--- config.mk ---
export PLATFORM = sky130hd
export DESIGN_NAME = inst_fetch
export DESIGN_NICKNAME = d
export VERILOG_FILES = /design/src/rtl/inst_fetch.sv
export SDC_FILE = /design/constraint.sdc
export NUM_CORES = 1
export LEC_CHECK = 0
export ABC_AREA = 1
export BUFFER_PORTS_ARGS = -buffer_cell sky130_fd_sc_hd__buf_4
export CAP_MARGIN = 20
export CORE_ASPECT_RATIO = 0.7
export CORE_UTILIZATION = 53
export CTS_CLUSTER_DIAMETER = 60
export DETAILED_ROUTE_END_ITERATION = 8
export GPL_ROUTABILITY_DRIVEN = 0
export PLACE_DENSITY_LB_ADDON = 0.05
export SYNTH_ARGS = -nofsm -noshare
export SYNTH_HDL_FRONTEND = slang
export SYNTH_SLANG_ARGS = --single-unit
--- constraint.sdc ---
create_clock -name clk -period 2 [get_ports clk]
set_input_delay 0.3 -clock clk [delete_from_list [all_inputs] [get_ports clk]]
set_output_delay 0.3 -clock clk [all_outputs]
set_load 0.005 [all_outputs]
--- src/rtl/inst_fetch.sv ---
// Instruction fetch unit: owns the PC, issues reads to a 1-cycle-latency ROM and
// presents each returned instruction with the PC that fetched it.
module inst_fetch #(
  parameter logic [31:0] RESET_PC = 32'h0000_0000
) (
  input  logic        clk,
  input  logic        rst,
  input  logic        stall_i,
  input  logic        flush_i,
  input  logic [31:0] new_pc_i,
  input  logic        branch_flag_i,
  input  logic [31:0] branch_target_addr_i,
  output logic        rom_ce_o,
  output logic [31:0] rom_addr_o,
  input  logic [31:0] rom_inst_i,
  output logic [31:0] if_pc_o,
  output logic [31:0] if_inst_o,
  output logic        if_valid_o
);

  localparam logic [31:0] ZERO_WORD        = 32'h0000_0000;
  localparam logic [31:0] RESET_PC_ALIGNED = {RESET_PC[31:2], 2'b00};

  logic [31:0] pc_reg, pc_next;
  logic        running_reg, running_next;
  logic        req_valid_reg, req_valid_next;
  logic [31:0] req_pc_reg, req_pc_next;
  logic        hold_valid_reg, hold_valid_next;
  logic [31:0] hold_pc_reg, hold_pc_next;
  logic [31:0] hold_inst_reg, hold_inst_next;
  logic        branch_take;

  assign rom_ce_o    = running_reg & ~stall_i & ~flush_i;
  assign rom_addr_o  = pc_reg;
  assign branch_take = branch_flag_i & ~stall_i & ~flush_i;
  assign if_valid_o  = (hold_valid_reg | req_valid_reg) & ~flush_i;

  // The stall buffer takes precedence: it holds the older instruction.
  always_comb begin
    if_pc_o   = 32'h0000_0000;
    if_inst_o = ZERO_WORD;
    if (if_valid_o) begin
      if (hold_valid_reg) begin
        if_pc_o   = hold_pc_reg;
        if_inst_o = hold_inst_reg;
      end else begin
        if_pc_o   = req_pc_reg;
        if_inst_o = rom_inst_i;
      end
    end
  end

  always_comb begin
    pc_next         = pc_reg;
    running_next    = 1'b1;
    req_valid_next  = 1'b0;
    req_pc_next     = req_pc_reg;
    hold_valid_next = hold_valid_reg;
    hold_pc_next    = hold_pc_reg;
    hold_inst_next  = hold_inst_reg;
    if (flush_i) begin
      pc_next         = {new_pc_i[31:2], 2'b00};
      hold_valid_next = 1'b0;
    end else if (branch_take) begin
      // The instruction presented now is the delay slot and is consumed;
      // the sequential request this cycle is dropped in favour of the target.
      pc_next         = {branch_target_addr_i[31:2], 2'b00};
      hold_valid_next = 1'b0;
    end else if (stall_i) begin
      if (req_valid_reg && !hold_valid_reg) begin
        hold_valid_next = 1'b1;
        hold_pc_next    = req_pc_reg;
        hold_inst_next  = rom_inst_i;
      end
    end else begin
      hold_valid_next = 1'b0;
      if (rom_ce_o) begin
        req_valid_next = 1'b1;
        req_pc_next    = pc_reg;
        pc_next        = pc_reg + 32'd4;
      end
    end
  end

  always_ff @(posedge clk) begin
    if (rst) begin
      pc_reg         <= RESET_PC_ALIGNED;
      running_reg    <= 1'b0;
      req_valid_reg  <= 1'b0;
      req_pc_reg     <= 32'h0000_0000;
      hold_valid_reg <= 1'b0;
      hold_pc_reg    <= 32'h0000_0000;
      hold_inst_reg  <= ZERO_WORD;
    end else begin
      pc_reg         <= pc_next;
      running_reg    <= running_next;
      req_valid_reg  <= req_valid_next;
      req_pc_reg     <= req_pc_next;
      hold_valid_reg <= hold_valid_next;
      hold_pc_reg    <= hold_pc_next;
      hold_inst_reg  <= hold_inst_next;
    end
  end

endmodule

== Yosys cells after proc, flatten, opt, wreduce, memory -nomap -nowiden ==
Cells that the tools add are included.

* $add $sub $neg: 1
* Mux-type cells: 10
* Bitwise logic cells: 9
* Equality and inequality tests: 1
* Reduce and logical (&&, ||, !) cells: 10

{| class="wikitable"
|+ Operator list
! operator !! count
|-
| $mux W32 || 8
|-
| $add A32 B3 Y32 const B || 1
|-
| $reduce_and A4 Y1 || 2
|-
| $reduce_or A4 Y1 || 2
|-
| $and A1 B1 Y1 || 5
|-
| $reduce_and A2 Y1 || 2
|-
| $ne A3 B1 Y1 const B || 1
|-
| $not A1 Y1 || 3
|-
| $reduce_bool A3 Y1 || 1
|-
| $reduce_or A3 Y1 || 1
|-
| $mux W1 || 2
|-
| $logic_and A1 B1 Y1 || 1
|-
| $logic_not A1 Y1 || 1
|-
| $or A1 B1 Y1 || 1
|}

* Bits in registers: 131
* Input bits: 101

== Logic depth before layout (Yosys ltp) ==
Gate-level depths: netlist (run 1).

* Depth in word-level cells: 7
* Depth in mapped cells: 10
* Gate-level depth less buffers: 10

== Least setup slack after synthesis (run 1) ==
OpenSTA, ideal clock, no wires.

* Kind: register to register
* Start: register pc_reg[2], in the netlist rom_addr_o[2]
* End: register pc_reg[18], in the netlist rom_addr_o[18]
* Arrival: 1.318 ns
* Slack: 0.612 ns
* Cell stages (with the launch flop): 9
* Required time: 1.930 ns
* Setup time: 0.070 ns
* Clock period less this slack: 1.388 ns
* Path buffers: 0
* Path through: dfxtp_1 ha_1 nand2_1 nor2_2 nand2_4 nor2_2 xor2_1 nand2_1 a21oi_1

* Cells in the longest elaborated chain, start to end: 5

{| class="wikitable"
|+ Ends and longest elaborated chain
! item !! line !! text
|-
| start: declaration || 24 || <nowiki>logic [31:0] pc_reg, pc_next;</nowiki>
|-
| start signal: assignment || 95 || <nowiki>pc_reg <= pc_next;</nowiki>
|-
| $add A32 B3 Y32 || 80 || <nowiki>pc_next = pc_reg + 32'd4;</nowiki>
|-
| $mux W32 || 77 || <nowiki>if (rom_ce_o) begin</nowiki>
|-
| $mux W32 || 69 || <nowiki>end else if (stall_i) begin</nowiki>
|-
| $mux W32 || 64 || <nowiki>end else if (branch_take) begin</nowiki>
|-
| $mux W32 || 61 || <nowiki>if (flush_i) begin</nowiki>
|}

No other way between the ends. The select of a mux whose other input is x is not followed.
A chain may end at the register's enable or synchronous reset.

== Worst setup path after layout (run 1) ==
* Start: register hold_valid_reg
* End: output if_inst_o[14]

* Cells in the longest elaborated chain, start to end: 3
* Elaborated cells on any way between the ends: 4
* Classes of those cells: 2 x mux; 2 x bitwise

{| class="wikitable"
|+ Ends and longest elaborated chain
! item !! line !! text
|-
| start: declaration || 28 || <nowiki>logic hold_valid_reg, hold_valid_next;</nowiki>
|-
| start signal: assignment || 99 || <nowiki>hold_valid_reg <= hold_valid_next;</nowiki>
|-
| $or A1 B1 Y1 || 36 || <nowiki>assign if_valid_o = (hold_valid_reg | req_valid_reg) & ~flush_i;</nowiki>
|-
| $and A1 B1 Y1 || 36 ||
|-
| $mux W32 (*) || 42 || <nowiki>if (if_valid_o) begin</nowiki>
|-
| end: declaration || 17 || <nowiki>output logic [31:0] if_inst_o,</nowiki>
|}

Every way passes the cells marked *; elsewhere a longest branch is shown, timed or not.

==> run summary, run 1 <==
Antenna violations before repair - 0
Req. time, crit path - 1.70 ns
First-pass GRT wire length - 29300 um
R2r setup slk - 0.25 ns
Pwr/cell area - 724 nW/um2
Part of the total power dissipated in the clock network - 46.9%
Fin area - 8870 um2
Overall power consumption - 6.42 mW
Insertion delay of the later-clocked pin in the worst-skew pair - 0.41 ns
Grt peak-use layer - met2
Net switching component of the power - 1.60 mW
Clock slew at the register clock pins of the worst setup and hold paths - 0.05 ns
Yosys reg bits - 125
H-tree depth reported by CTS - 4
Buffers on Ports - 190
Diodes inserted - 0
Global-route usage over all layers - 28.4%
Die Outline Area - 13200 um2
Setup Slack @ Placement - 0.238 ns
Hold buffer count at CTS - 0
Kind of start point of the critical path - register
Met2 layer usage reported by global route - 42.7%
Num CTS Buffers - 17
Relative contribution of sequential cells to total power - 42.2%
Library cells used by synthesis - 35
Min cycle time layout - 1.90 ns
Final net count - 1314
Final count of negative-setup-slack endpoints - 0
Wire length reported by the detailed router - 18800 um
Number of buffers on the longest clock path - 2
Sequential-to-total area share from yosys stat - 37.1%
Maximum number of pins on one net before global-route repair - 126
Placed cell area - 8250 um2
Drt drc - 0
Setup crit end - if_inst_o[14]
Outcome - complete, no violations
Cell types occupying the most area after synthesis - dfxtp_1 37%, nand2_1 14%, o21ai_0 13%
Power share of the combinational group - 10.9%
Peak supply drop - 626 uV
Critical path fanouts, max - 16
Iteration count of the initial detailed-routing pass - 5
Worst min-delay path class - in -> reg
CTS tree - done
Placement row count - 34
Cell Int Power - 4.81 mW
Flip-flop count of the largest register, all copies and words added - 32
Top-Level Pins - 199
Count of antenna-violating nets left after detailed routing - 0
Root Driver - clkbuf_16
Post-Syn Instances - 1052
Final Max Tran Viols - 0
Summed negative setup slack over all endpoints - 0 ns
Crit share post-route - 94.8%
Worst Path Class, Setup - reg -> out
Area of the core - 12400 um2
GRT overflow - 0
Mapped Area - 6750 um2
Fraction of final layout cells with drive strength greater than 1 - 22.2%
Sequential cell area in the final layout - 2510 um2
Worst Reg-to-Reg Cells - 7
Crit. Startpoint - hold_valid_reg
Wire length per cell after detailed routing - 13.5 um
Endpoint type of the worst setup path - primary output
GR Util met3 - 6.57%
Synthesis Warnings - 0
Estimated wirelength of the detail-placed design - 12500 um
Worst-case clock skew - 0.00630 ns
Primary FF master, synth - dfxtp_1
Number of sinks handled by clock tree synthesis - 125
Area growth from synthesis to layout - 31.4%
GR Util met1 - 40.5%
Reg-to-reg startpoint - rom_addr_o[2]
Biggest area consumer among synthesized cells - dfxtp_1
Via count - 7158
Most repeated cell in the gate-level netlist after synthesis - nand2_1
Fmax achieved - 528 MHz
Top post-synthesis cells by count - 248 x nand2_1, 181 x o21ai_0, 150 x inv_1
Unrepaired setup endpoints after global routing - false
Total area of multi-input combinational cells - 3340 um2
Final-layout worst hold slack - 0.0806 ns
Synth Area per Inst - 6.41 um2
Leak Pwr - 4.24 nW
Reg2Reg Capture Point - rom_addr_o[16]
Number of global-route vias before repair - 5941
Height of the die - 96.4 um
Maximum capacitance violations - 0
Routed vias/inst - 5.16
Data arrival at the endpoint of the critical path - 1.60 ns
Starting utilization of the core area - 54.3%
Worst-case setup margin in the final layout - 0.105 ns
DRT iter0 DRCs - 478
Final-report hold violation count - 0
Switch share - 25.0%
Proportion of synthesized flip-flops having asynchronous set or reset - 0%
Yosys top cell area share - 37.1%
Number of enable-type register cells in the synthesized netlist - 0
DIE WIDTH - 137 um
Layout fillers - 1139
## layout make-up
| class | count | share of cell area [%] |
|---|---|---|
| inverter | 155 | 6.57 |
| clock buffer | 21 | 5.19 |
| timing repair buffer | 208 | 18.7 |
| tap | 162 | 2.29 |
| clock inverter | 11 | 1.33 |
| sequential | 125 | 28.3 |
| multi-input combinational | 705 | 37.6 |
## layer usage
layer / share of wire, % / up-vias
li1: - / 3696
met1: 48 / 3172
met2: 43 / 275
met3: 7.9 / 15
met4: 0.80 / 0
met5: 0 / -
## through the flow
step	std cells	utilization [%]
finish	1387	71.4
global route	1387	71.4
CTS	1385	71.1
detailed placement	1353	66.4
global placement	1353	66.4
floorplan	1055	-
## worst min-delay path by stage
stage	slack (ns)	startpoint	to	depth (start not counted)
CTS	0.07	rst	hold_valid_reg	2
finish	0.08	rst	hold_valid_reg	2
global placement	0.46	req_pc_reg[28]	req_pc_reg[28]	2
global route	0.08	rst	hold_valid_reg	2
floorplan	0.38	rst	hold_valid_reg	1
detailed placement	0.46	req_pc_reg[11]	req_pc_reg[11]	2
## power by group through the flow
stage	Combinational [mW]	Sequential [mW]	Clock, mW
finish	0.699	2.71	3.01
global route	0.790	2.71	3.14
CTS	0.695	2.70	3.04
detailed placement	0.690	2.75	0
global placement	0.680	2.75	0
floorplan	0.371	2.71	0
## worst max-delay path, stage by stage (launching register included)
cell and delay (ns):
dfxtp_4 0.39, nor2_1 0.09, nor2_4 0.20, buf_4 0.26, nand2_1 0.09, inv_1 0.06, buf_4 0.10
## kinds of logic after synthesis
family                   synth area share (%)
other                                  0.0556
XOR/XNOR                                0.779
AO/OA/AOI/OAI                            26.6
flip-flops                               37.1
AND/OR/NAND/NOR                          21.6
buffers and inverters                    13.7
adder cells (fa/ha/maj)                 0.185
## layout by cell type, fill, tap and decap left out, types with 3 or more instances in the layout
master     count
a31oi_1        8
buf_4        201
nand2_1      248
clkbuf_16     18
o211ai_1       3
clkinv_2       6
dfxtp_1      124
xor2_1         3
nand3_1       26
nand2_2        7
inv_1        148
conb_1         4
o21ai_0      181
inv_2          5
xnor2_1        3
buf_12         5
nor2_1        41
o21ai_1        7
nor2_2         8
a22oi_1       13
nor2_4         7
a21oi_1      131
## what timing repair did
action,in CTS,in global routing
endpoints found under the setup margin,0,48
gates resized for setup,0,1
buffers inserted,0,1
hold endpoints to repair,0,0
(Power assumes the default switching activity.)
==> run 2: changes to the inputs <==
PLACE_DENSITY = 0.81   (was unset)
PLACE_DENSITY_LB_ADDON = unset   (was 0.05)
==> run 2 against run 1 <==
Hold slack got worse by 0.0022 ns. Cell count increased by 0.65%. Clock skew up 0.0014 ns. Via count up 1.1%. Non-clock buffer count rose by 9. Register-to-register slack barely moved. Combinational power rose by 2.9%. Maximum frequency is 0.21% higher. Largest cell class unchanged. Critical path type unchanged. Critical endpoint is now if_inst_o[1]. First-iteration DRC count grew 30%. Global-route usage decreased by 0.19 points. Count of clock-buffer cells in the layout fell by 2. Clock power is 5% lower.
==> run summary, run 2 (synthesized netlist as in run 1, its figures left out) <==
Wire length per cell after detailed routing - 13.4 um
Area of the core - 12400 um2
Worst Reg-to-Reg Cells - 7
Iteration count of the initial detailed-routing pass - 5
DIE WIDTH - 137 um
WP depth - 6
Final-report hold violation count - 0
Placement row count - 34
Maximum number of pins on one net before global-route repair - 111
Min cycle time layout - 1.89 ns
Via count - 7240
Outcome - complete, no violations
Total buffers and inverters traversed by the critical path - 4
Final net count - 1323
Final count of negative-setup-slack endpoints - 0
Cell Int Power - 4.65 mW
Root Driver - clkbuf_16
Num CTS Buffers - 17
DRT iter0 DRCs - 620
Kind of cell with the highest combined delay on the critical path - buffers and inverters
Leading cell types in the layout, fill and taps excluded - 248 x nand2_1, 209 x buf_4, 180 x o21ai_0, 148 x inv_1, 131 x a21oi_1
Endpoint type of the worst setup path - primary output
Critical path fanouts, max - 55
Die Outline Area - 13200 um2
Largest stage delay on the critical path - 0.39 ns
Data arrival at the endpoint of the critical path - 1.59 ns
Power share of the combinational group - 11.4%
GR Util met1 - 40.5%
Reg2Reg Capture Point - rom_addr_o[16]
Diodes inserted - 0
Height of the die - 96.4 um
Top-Level Pins - 199
Insertion delay of the later-clocked pin in the worst-skew pair - 0.41 ns
GRT overflow - 0
Cell chain of the critical path - buf_12 > clkbuf_16 > o21ai_0 > nand2_1 > inv_1 > buf_4
First-pass GRT wire length - 29400 um
Hold buffer count at CTS - 0
Net switching component of the power - 1.64 mW
Worst-case clock skew - 0.00775 ns
Crit. Startpoint - hold_valid_reg
Final-layout worst hold slack - 0.0785 ns
Flip-flop count of the largest register, all copies and words added - 32
Peak supply drop - 586 uV
Fraction of final layout cells with drive strength greater than 1 - 22.8%
Count of antenna-violating nets left after detailed routing - 0
GR Util met3 - 4.49%
Maximum capacitance violations - 0
CTS tree - done
Switch share - 26.1%
Worst Path Class, Setup - reg -> out
Leak Pwr - 4.28 nW
CP max stage cell - dfxtp_4
Antenna violations before repair - 0
Fmax achieved - 529 MHz
Least-Margin Pin Slew - 0.567 ns
Area growth from synthesis to layout - 32.2%
Number of global-route vias before repair - 6107
Wire length reported by the detailed router - 18800 um
Most frequent standard cell in the layout excluding fill and tap cells - nand2_1
Summed negative setup slack over all endpoints - 0 ns
Clock slew at the register clock pins of the worst setup and hold paths - 0.06 ns
Kind of start point of the critical path - register
Met2 layer usage reported by global route - 43.3%
Count of non-filler cells in the finished layout - 1396
Routed vias/inst - 5.19
Part of the total power dissipated in the clock network - 45.7%
Relative contribution of sequential cells to total power - 42.9%
Setup crit end - if_inst_o[1]
Crit share post-route - 94.6%
Drt drc - 0
Buffers on Ports - 190
Estimated wirelength of the detail-placed design - 12900 um
Global-route usage over all layers - 28.2%
Starting utilization of the core area - 54.3%
R2r setup slk - 0.24 ns
Req. time, crit path - 1.70 ns
Number of buffers on the longest clock path - 2
Number of sinks handled by clock tree synthesis - 125
Grt peak-use layer - met2
Max transition margin - 62.2%
Worst min-delay path class - in -> reg
Reg-to-reg startpoint - rom_addr_o[2]
Final Max Tran Viols - 0
Cell Count Post-Placement - 1359
Pwr/cell area - 705 nW/um2
H-tree depth reported by CTS - 4
run 2: how the worst min path moves through the flow:
| stage | endpoint | depth (start not counted) | slack [ns] | startpoint |
|---|---|---|---|---|
| 2_1_floorplan | hold_valid_reg | 1 | 0.38 | rst |
| 3_3_place_gp | req_pc_reg[28] | 2 | 0.46 | req_pc_reg[28] |
| 3_5_place_dp | req_pc_reg[2] | 2 | 0.46 | req_pc_reg[2] |
| 4_1_cts | hold_valid_reg | 2 | 0.07 | rst |
| 5_1_grt | hold_valid_reg | 2 | 0.07 | rst |
| 6_report | hold_valid_reg | 2 | 0.08 | rst |
run 2: cell type report:
class                   count  area, um2
fillers                  1043       3500
multi-input cells         705       3340
flip-flops and latches    125       2510
repair buffers            217       1740
inverters                 155        583
clock buffers              19        433
well taps                 162        203
clock inverters            13        118
run 2: metal layers:
metal | vias to the layer above | wire length [um]
met5 | - | 0
met4 | 0 | 300
met3 | 28 | 1490
met2 | 275 | 8160
met1 | 3219 | 8810
li1 | 3718 | -
run 2: power by group through the flow:
stage / registers (mW) / logic [mW] / clock network (mW)
2_1_floorplan: 2.71 / 0.371 / 0
3_3_place_gp: 2.75 / 0.691 / 0
3_5_place_dp: 2.75 / 0.707 / 0
4_1_cts: 2.69 / 0.715 / 2.89
5_1_grt: 2.71 / 0.802 / 3.01
6_report: 2.70 / 0.719 / 2.87
run 2: stage by stage:
stage                     utilization (%)  setup slack, ns  area (um2)  total power, mW
after floorplan                         -            0.612        6760             3.08
after global placement               66.8            0.340        8300             3.44
after detailed placement             66.8            0.281        8300             3.45
after CTS                            71.3          0.00350        8860             6.30
after global routing                 71.8          -0.0159        8920             6.51
final                                71.8            0.109        8920             6.29
run 2: what timing repair did:
item | in CTS | in global routing
resized for setup | 1 | 1
buffers inserted | 1 | 3
setup endpoints to repair | 55 | 59
pin swaps | 1 | 1
gates cloned | 0 | 1
